$ cat config.mk
export PLATFORM = sky130hd
export DESIGN_NAME = write_back_arbiter
export DESIGN_NICKNAME = d
export VERILOG_FILES = /design/src/rtl/register_params.sv /design/src/rtl/round_robin_arbiter.sv /design/src/rtl/write_back_arbiter.sv
export SDC_FILE = /design/constraint.sdc
export NUM_CORES = 1
export LEC_CHECK = 0
export BUFFER_PORTS_ARGS = -buffer_cell sky130_fd_sc_hd__buf_2
export CORE_MARGIN = 1.5
export CORE_UTILIZATION = 56
export DETAILED_ROUTE_END_ITERATION = 6
export MAX_ROUTING_LAYER = met4
export PLACE_DENSITY = 0.81
export SYNTH_ARGS = -nofsm -noshare
export SYNTH_HDL_FRONTEND = slang
export SYNTH_SLANG_ARGS = --single-unit
export TNS_END_PERCENT = 50
$ cat constraint.sdc
create_clock -name clk -period 2.7 [get_ports clk]
set_input_delay 0.405 -clock clk [delete_from_list [all_inputs] [get_ports clk]]
set_output_delay 0.405 -clock clk [all_outputs]
set_load 0.01 [all_outputs]
$ cat src/rtl/register_params.sv
// Shared register-file widths and the write-back payload type used by
// global_register and its upstream write-back arbiter.
package register_params;

   localparam int unsigned REGISTER_DESCRIPTOR_WIDTH = 5;
   localparam int unsigned OPERAND_WIDTH             = 32;
   localparam int unsigned NUM_WRITE_BACK_SOURCES    = 2;

   typedef struct packed {
      logic [REGISTER_DESCRIPTOR_WIDTH-1:0] register_index;
      logic [OPERAND_WIDTH-1:0]             result;
   } write_back_entry_t;

endpackage

$ cat src/rtl/round_robin_arbiter.sv
// Round-robin arbiter: one-hot grant to the first requester at or above the
// pointer (wrapping); the pointer moves past the winner only when a grant occurs.
module round_robin_arbiter #(
   parameter int unsigned NUM_REQUESTERS = 2
) (
   input  logic                      clk,
   input  logic                      rst,
   input  logic [NUM_REQUESTERS-1:0] request,
   output logic [NUM_REQUESTERS-1:0] grant_c
);

   localparam int unsigned PTR_W = (NUM_REQUESTERS > 1) ? $clog2(NUM_REQUESTERS) : 1;

   logic [PTR_W-1:0] ptr;
   logic [PTR_W-1:0] ptr_next;
   logic             any_grant;
   int unsigned      idx;

   // Search upward from the pointer, modulo the requester count
   always_comb begin
      grant_c   = '0;
      any_grant = 1'b0;
      ptr_next  = ptr;
      idx       = 0;
      for (int unsigned k = 0; k < NUM_REQUESTERS; k++) begin
         idx = (32'(ptr) + k) % NUM_REQUESTERS;
         if (!any_grant && request[PTR_W'(idx)]) begin
            grant_c[PTR_W'(idx)] = 1'b1;
            any_grant            = 1'b1;
            ptr_next             = PTR_W'((idx + 1) % NUM_REQUESTERS);
         end
      end
   end

   always_ff @(posedge clk or negedge rst) begin
      if (!rst) begin
         ptr <= '0;
      end else if (any_grant) begin
         ptr <= ptr_next;
      end
   end

endmodule

$ cat src/rtl/write_back_arbiter.sv
// Serialises results from several execution units into the single write-back
// port of global_register using one-entry holding buffers and round-robin grant.
module write_back_arbiter
   import register_params::*;
#(
   parameter int unsigned NUM_SOURCES               = NUM_WRITE_BACK_SOURCES,
   parameter int unsigned REGISTER_DESCRIPTOR_WIDTH = register_params::REGISTER_DESCRIPTOR_WIDTH,
   parameter int unsigned OPERAND_WIDTH             = register_params::OPERAND_WIDTH
) (
   input  logic                                           clk,
   input  logic                                           rst,
   input  logic [NUM_SOURCES-1:0]                         source_valid_input,
   output logic [NUM_SOURCES-1:0]                         source_ready_output,
   input  logic [NUM_SOURCES*REGISTER_DESCRIPTOR_WIDTH-1:0] source_register_input,
   input  logic [NUM_SOURCES*OPERAND_WIDTH-1:0]           source_result_input,
   output logic                                           write_back_output,
   output logic [REGISTER_DESCRIPTOR_WIDTH-1:0]           write_back_register_output,
   output logic [OPERAND_WIDTH-1:0]                       result_output,
   output logic                                           busy_output
);

   localparam int unsigned RW = REGISTER_DESCRIPTOR_WIDTH;
   localparam int unsigned OW = OPERAND_WIDTH;

   logic [NUM_SOURCES-1:0] full;
   logic [NUM_SOURCES-1:0] grant;
   logic [NUM_SOURCES-1:0] accept;
   logic [RW-1:0]          buf_reg [NUM_SOURCES];
   logic [OW-1:0]          buf_res [NUM_SOURCES];
   logic [RW-1:0]          sel_reg;
   logic [OW-1:0]          sel_res;

   round_robin_arbiter #(
      .NUM_REQUESTERS (NUM_SOURCES)
   ) u_arb (
      .clk     (clk),
      .rst     (rst),
      .request (full),
      .grant_c (grant)
   );

   // A granted buffer drains this edge, so it can take a new result in the same cycle
   assign source_ready_output = {NUM_SOURCES{rst}} & (~full | grant);
   assign busy_output         = |full;

   // Register-0 transfers are acknowledged but never buffered
   always_comb begin
      accept = '0;
      for (int i = 0; i < NUM_SOURCES; i++) begin
         accept[i] = source_valid_input[i] & source_ready_output[i]
                     & (source_register_input[i*RW +: RW] != '0);
      end
   end

   always_ff @(posedge clk or negedge rst) begin
      if (!rst) begin
         full <= '0;
         for (int i = 0; i < NUM_SOURCES; i++) begin
            buf_reg[i] <= '0;
            buf_res[i] <= '0;
         end
      end else begin
         for (int i = 0; i < NUM_SOURCES; i++) begin
            if (accept[i]) begin
               full[i]    <= 1'b1;
               buf_reg[i] <= source_register_input[i*RW +: RW];
               buf_res[i] <= source_result_input[i*OW +: OW];
            end else if (grant[i]) begin
               full[i] <= 1'b0;
            end
         end
      end
   end

   // One-hot grant lets a plain OR select the winning entry
   always_comb begin
      sel_reg = '0;
      sel_res = '0;
      for (int i = 0; i < NUM_SOURCES; i++) begin
         if (grant[i]) begin
            sel_reg = sel_reg | buf_reg[i];
            sel_res = sel_res | buf_res[i];
         end
      end
   end

   always_ff @(posedge clk or negedge rst) begin
      if (!rst) begin
         write_back_output          <= 1'b0;
         write_back_register_output <= '0;
         result_output              <= '0;
      end else begin
         write_back_output <= |grant;
         if (|grant) begin
            write_back_register_output <= sel_reg;
            result_output              <= sel_res;
         end
      end
   end

endmodule

* Word level (Yosys, flattened, before mapping)
Cells that the tools add are included.
** Word-level totals
- Memory bits (read-only) :: 0
- Output and inout bits :: 41
- RAM bits :: 0
- Bits in latches :: 0
- Word-level logic and storage cells :: 60
- Register bits after elaboration :: 115
- Input port bits :: 78
- Memories kept :: 0
** Cells by class
- Mux-type cells :: 22
- Equality and inequality tests :: 0
- Div/mod/pow operators :: 0
- Multiply operators :: 0
- Reductions and logical operators :: 12
- Add/subtract/negate cells :: 2
- Order comparisons :: 4
- Shifts and indexed selects :: 0
- Bitwise gates (word level) :: 10
** Operators with widths (count)
- 2-to-1 mux 32 bit :: 2
- OR 32 bit :: 1
- 2-to-1 mux 1 bit :: 14
- 2-to-1 mux 5 bit :: 2
- nonzero test 5 bit :: 2
- nonzero test 2 bit :: 3
- OR 5 bit :: 1
- bitwise AND 1 bit :: 4
- < comparator 1 x 2 -> 1 bit, second input constant :: 2
- 2-to-1 mux 2 bit :: 2
- OR 2 bit :: 2
- OR reduction 2 bit :: 2
- logical AND 1 bit :: 3
- adder 1 bit, second input constant :: 2
- bitwise AND 2 bit :: 1
- demux 1 bit (select 1 bit) :: 2
- >= comparator 1 bit, second input constant :: 2
- NOT 2 bit :: 1
- AND reduction 2 bit :: 1
- logical NOT 1 bit :: 1

* Logic depth before layout (Yosys ltp)
- Word-level depth :: 12
- Depth in mapped cells :: 7
- Mapped depth without buffers :: 4

* Cells and area by module
Synthesis repeated with hierarchy kept, for this count alone.
** Unflattened totals
- Cell total of the unflattened synthesis :: 344
- Area total of the unflattened synthesis :: 4818.4 um2
** Modules (own cells, without submodules)
- write_back_arbiter :: sequential area each 2852.7 um2, cells an instance 338, area each 4765.8 um2, times used 1
- round_robin_arbiter :: sequential area each 25.0 um2, cells an instance 6, area each 52.6 um2, times used 1

* Least setup slack after synthesis
OpenSTA, ideal clock, no wires.
- Kind :: in2reg
- Start point :: input source_register_input[5]
- End point :: register buf_reg[1] (netlist bit)
- Path buffers :: 2
- Setup time :: 0.125 ns
- Setup slack :: 0.835 ns
- Stages :: 5
- Required time :: 2.575 ns
- Arrival :: 1.740 ns
- Cells stage by stage :: or4_1 -> o211ai_2 -> buf_4 -> buf_6 -> mux2_2
** On the way
- Cells in the longest elaborated chain, start to end :: 2
** Ends and longest elaborated chain
- start: declaration :: line write_back_arbiter.sv:14 : input logic [NUM_SOURCES*REGISTER_DESCRIPTOR_WIDTH-1:0] source_register_input,
- nonzero test 5 bit :: line write_back_arbiter.sv:51 : & (source_register_input[i*RW +: RW] != '0);
- bitwise AND 1 bit :: line write_back_arbiter.sv:51
- end signal: indexed assignment :: line write_back_arbiter.sv:66 : buf_reg[i] <= source_register_input[i*RW +: RW];
- end: declaration :: line write_back_arbiter.sv:28 : logic [RW-1:0] buf_reg [NUM_SOURCES];
Every way passes these cells.
A chain may end at the register's enable or synchronous reset.

* Worst setup path in the final report
- Start point :: register full[1]
- End point :: output busy_output
** On the way
- Cells in the longest elaborated chain, start to end :: 1
** Ends and longest elaborated chain
- start: declaration :: line write_back_arbiter.sv:25 : logic [NUM_SOURCES-1:0] full;
- start signal: assignment :: line write_back_arbiter.sv:57 : full <= '0;
- start signal: indexed assignment :: line write_back_arbiter.sv:65 : full[i] <= 1'b1;
- start signal: indexed assignment :: line write_back_arbiter.sv:69 : full[i] <= 1'b0;
- OR reduction 2 bit :: line write_back_arbiter.sv:44 : assign busy_output = |full;
- end: declaration :: line write_back_arbiter.sv:19 : output logic busy_output
Every way passes these cells.

==> results.md <==
- Status: complete, no violations
- Crit path cell chain: or2_2 > buf_2
- Synth area leader: dfrtp_1
- Die area: 8670 µm²
- Die height: 93.1 µm
- Normalized max-slew margin: 44.5%
- EDFF count, synth: 0
- Routed Antenna Nets: 0
- Worst Setup Start Kind: register
- Rows: 32
- Area Growth Syn to Fin: 28.8%
- Fin crit period: 2.43 ns
- Synth Register Bits: roughly 120
- Via count: 3,172
- Max Root-Sink Buffers: 2
- Fin util: 75.0%
- Top post-synthesis cells by count: 115 x dfrtp_1, 68 x nor2_1, 55 x mux2_2
- Hold Path Class: in -> async
- Cell Area, Synth: 4550 µm²
- Power Density: ~950 nW/µm²
- IO Count: about 120
- Largest net degree at the start of global routing: 70
- Worst-path clk slew: 0.06 ns
- Input/output buffers: 118
- # setup viols final: 0
- Sequential share of the synthesized area: ~63%
- WL final: 10.4 mm
- DRT iter0 DRCs: 184
- Count leader, synth: dfrtp_1
- Dpl hpwl: around 6.5 mm
- Worst-path maximum fanout: 36
- H-Tree Level Count: 4
- # DRC: 0
- Num CTS Buffers: 17
- Core Box Area: 7810 µm²
- Synth Instances: 339
- Max frequency: about 0.41 GHz
- Slowest-stage cell, CP: or2_2
- Async SR Flop Fraction: 100%
- Global-route wire length before repair: 17.2 mm
- Worst endpoint required time: between 2 and 2.5 ns
- Clock Tree Root: clkbuf_8
- Mean area per synthesized cell: approximately 13 µm²
- GP Congestion: 0.790
- GRT Total Usage: 27.7%
- Die width: 93.1 µm
- Leak: 2.73 nW
- Latest clock arrival within the worst-skew pair: around 0.5 ns
- Post-Synth Simple-Gate Area: 7.40%
- Xor-xnor portion of the synthesized cell area: 0%
- Final period util: around nine tenths
- Clk sinks: around 120
- Hold Buf Count CTS: 0
- PostCTS Resize Cnt: 0
- Avg WL per Cell: 17.9 µm
- CP top delay family: simple AND/OR/NAND/NOR gates
- RSZ-0062 raised after global routing: false
- Post-Synth Adder-Cell Area: 0%
- Largest stage delay on the critical path: about 0.73 ns
- Post-synth top flop: dfrtp_1
- Pre-antenna DRT Iters: 4
- Max-slew violation count: 0
- Share of layout cells above drive strength 1: 49.7%
- WS Path Type: reg -> out
- Vias in the first global route: 3,484
- CTS tree: yes
- Synth warn: 0
- GRT Residual Overflow: 0
- Netlist cell types: 25
- Top cells by area, synth: dfrtp_1 63%, mux2_2 14%, mux2_4 5.9%
- CP Buf/Inv Count: 1
- Setup_tns: 0 ns
- Via-to-Cell Ratio: about 5.5
- WP data arrival: 2.03 ns
- Number of antenna diodes: 0
- Worst-Margin Slew: approximately 0.83 ns
- Initial antenna violation count: 0
- Hold violation count in the final report: 0
- CP endpoint kind: output pin
- Post-synthesis mux area share: 20.0%
- Worst IR Drop VDD: between 0.0005 and 0.0006 V
- Compound-gate portion of the synthesized area: 6.44%
- Max Cap Viol: 0
- Main combinational cell family by area after synthesis: multiplexers
- Final nets: approximately 540
- Initial Util: 58.2%
- Max FFs per register: 64
- Setup Skew: 0.00548 ns
- Synth top area share: about 63%
- Net Count, Synth: 417
- Setup bufs post-CTS: 0
stage by stage:
| step | power (W) | hold WS (ns) | worst slack, ns | cells | area [µm²] |
|---|---|---|---|---|---|
| finish | 0.00554 | 0.0231 | 0.268 | 579 | 5860 |
| CTS | 0.00558 | 0.0305 | 0.252 | 579 | 5860 |
| global route | 0.00581 | 0.0588 | 0.177 | 579 | 5860 |
| floorplan | 0.00287 | 0.109 | 0.835 | 339 | 4550 |
| global placement | 0.00323 | 0.485 | 0.590 | 547 | 5240 |
| detailed placement | 0.00328 | 0.493 | 0.525 | 547 | 5240 |
layout make-up:
| cell class | instances | area (µm²) |
|---|---|---|
| clock buffers | 23 | 487 |
| well taps | 102 | 128 |
| clock inverters | 9 | 125 |
| fillers | 525 | 1950 |
| inverters | 2 | 7.51 |
| repair buffers | 126 | 678 |
| flip-flops and latches | 115 | 2880 |
| multi-input cells | 202 | 1550 |
kinds of logic (layout without fill, tap and decap cells):
| kind of cell | count (synthesis) | count (layout) |
|---|---|---|
| DFF | 115 | 115 |
| and+or+nand+nor | 83 | 83 |
| AOI/OAI and AO/OA | 44 | 44 |
| muxes | 75 | 75 |
| buffers and inverters | 22 | 160 |
layer usage:
layer  global-route usage [%]  routed length [µm]  vias up
met2                     45.3                5530      114
li1                         -                   -     1449
met3                     7.32                 544        9
met1                     33.4                4220     1600
met4                     9.85                  78        0
met5                        -                   0        -
layout by cell type (no fill, tap or decap), drive strengths merged:
cell        n
a31oi       1
and2        2
and3        1
buf       126
bufinv      3
clkbuf     23
clkinv      4
clkinvlp    2
dfrtp     115
inv         2
mux2       73
mux2i       2
nand2       6
nand3       1
nand3b      1
nor2       68
o211ai      1
o21a        2
o21ai       2
o21bai      1
o221a       2
o22ai      35
or2         2
or4         2
worst paths after layout:
path / slack [ns] / end / depth (start not counted) / start
min in group clk: 0.13 / buf_res[13]$_DFFE_PN0P_ / 2 / source_result_input[45]
max in group asynchronous: 1.40 / buf_res[40]$_DFFE_PN0P_ / 3 / rst
worst min register to register: 0.50 / buf_res[12]$_DFFE_PN0P_ / 1 / buf_res[12]$_DFFE_PN0P_
worst max-delay path: 0.27 / busy_output / 2 / full[1]$_DFFE_PN0P_
worst max register to register: 0.56 / buf_res[47]$_DFFE_PN0P_ / 5 / full[1]$_DFFE_PN0P_
worst min-delay path: 0.02 / buf_res[14]$_DFFE_PN0P_ / 2 / rst
where the power goes:
group,internal (W),switching [W],total [W]
clock network,0.00152,0.000748,0.00227
registers,0.00209,0.000209,0.00230
logic,0.000487,0.000478,0.000964
Power figures use the tool's default switching activity.
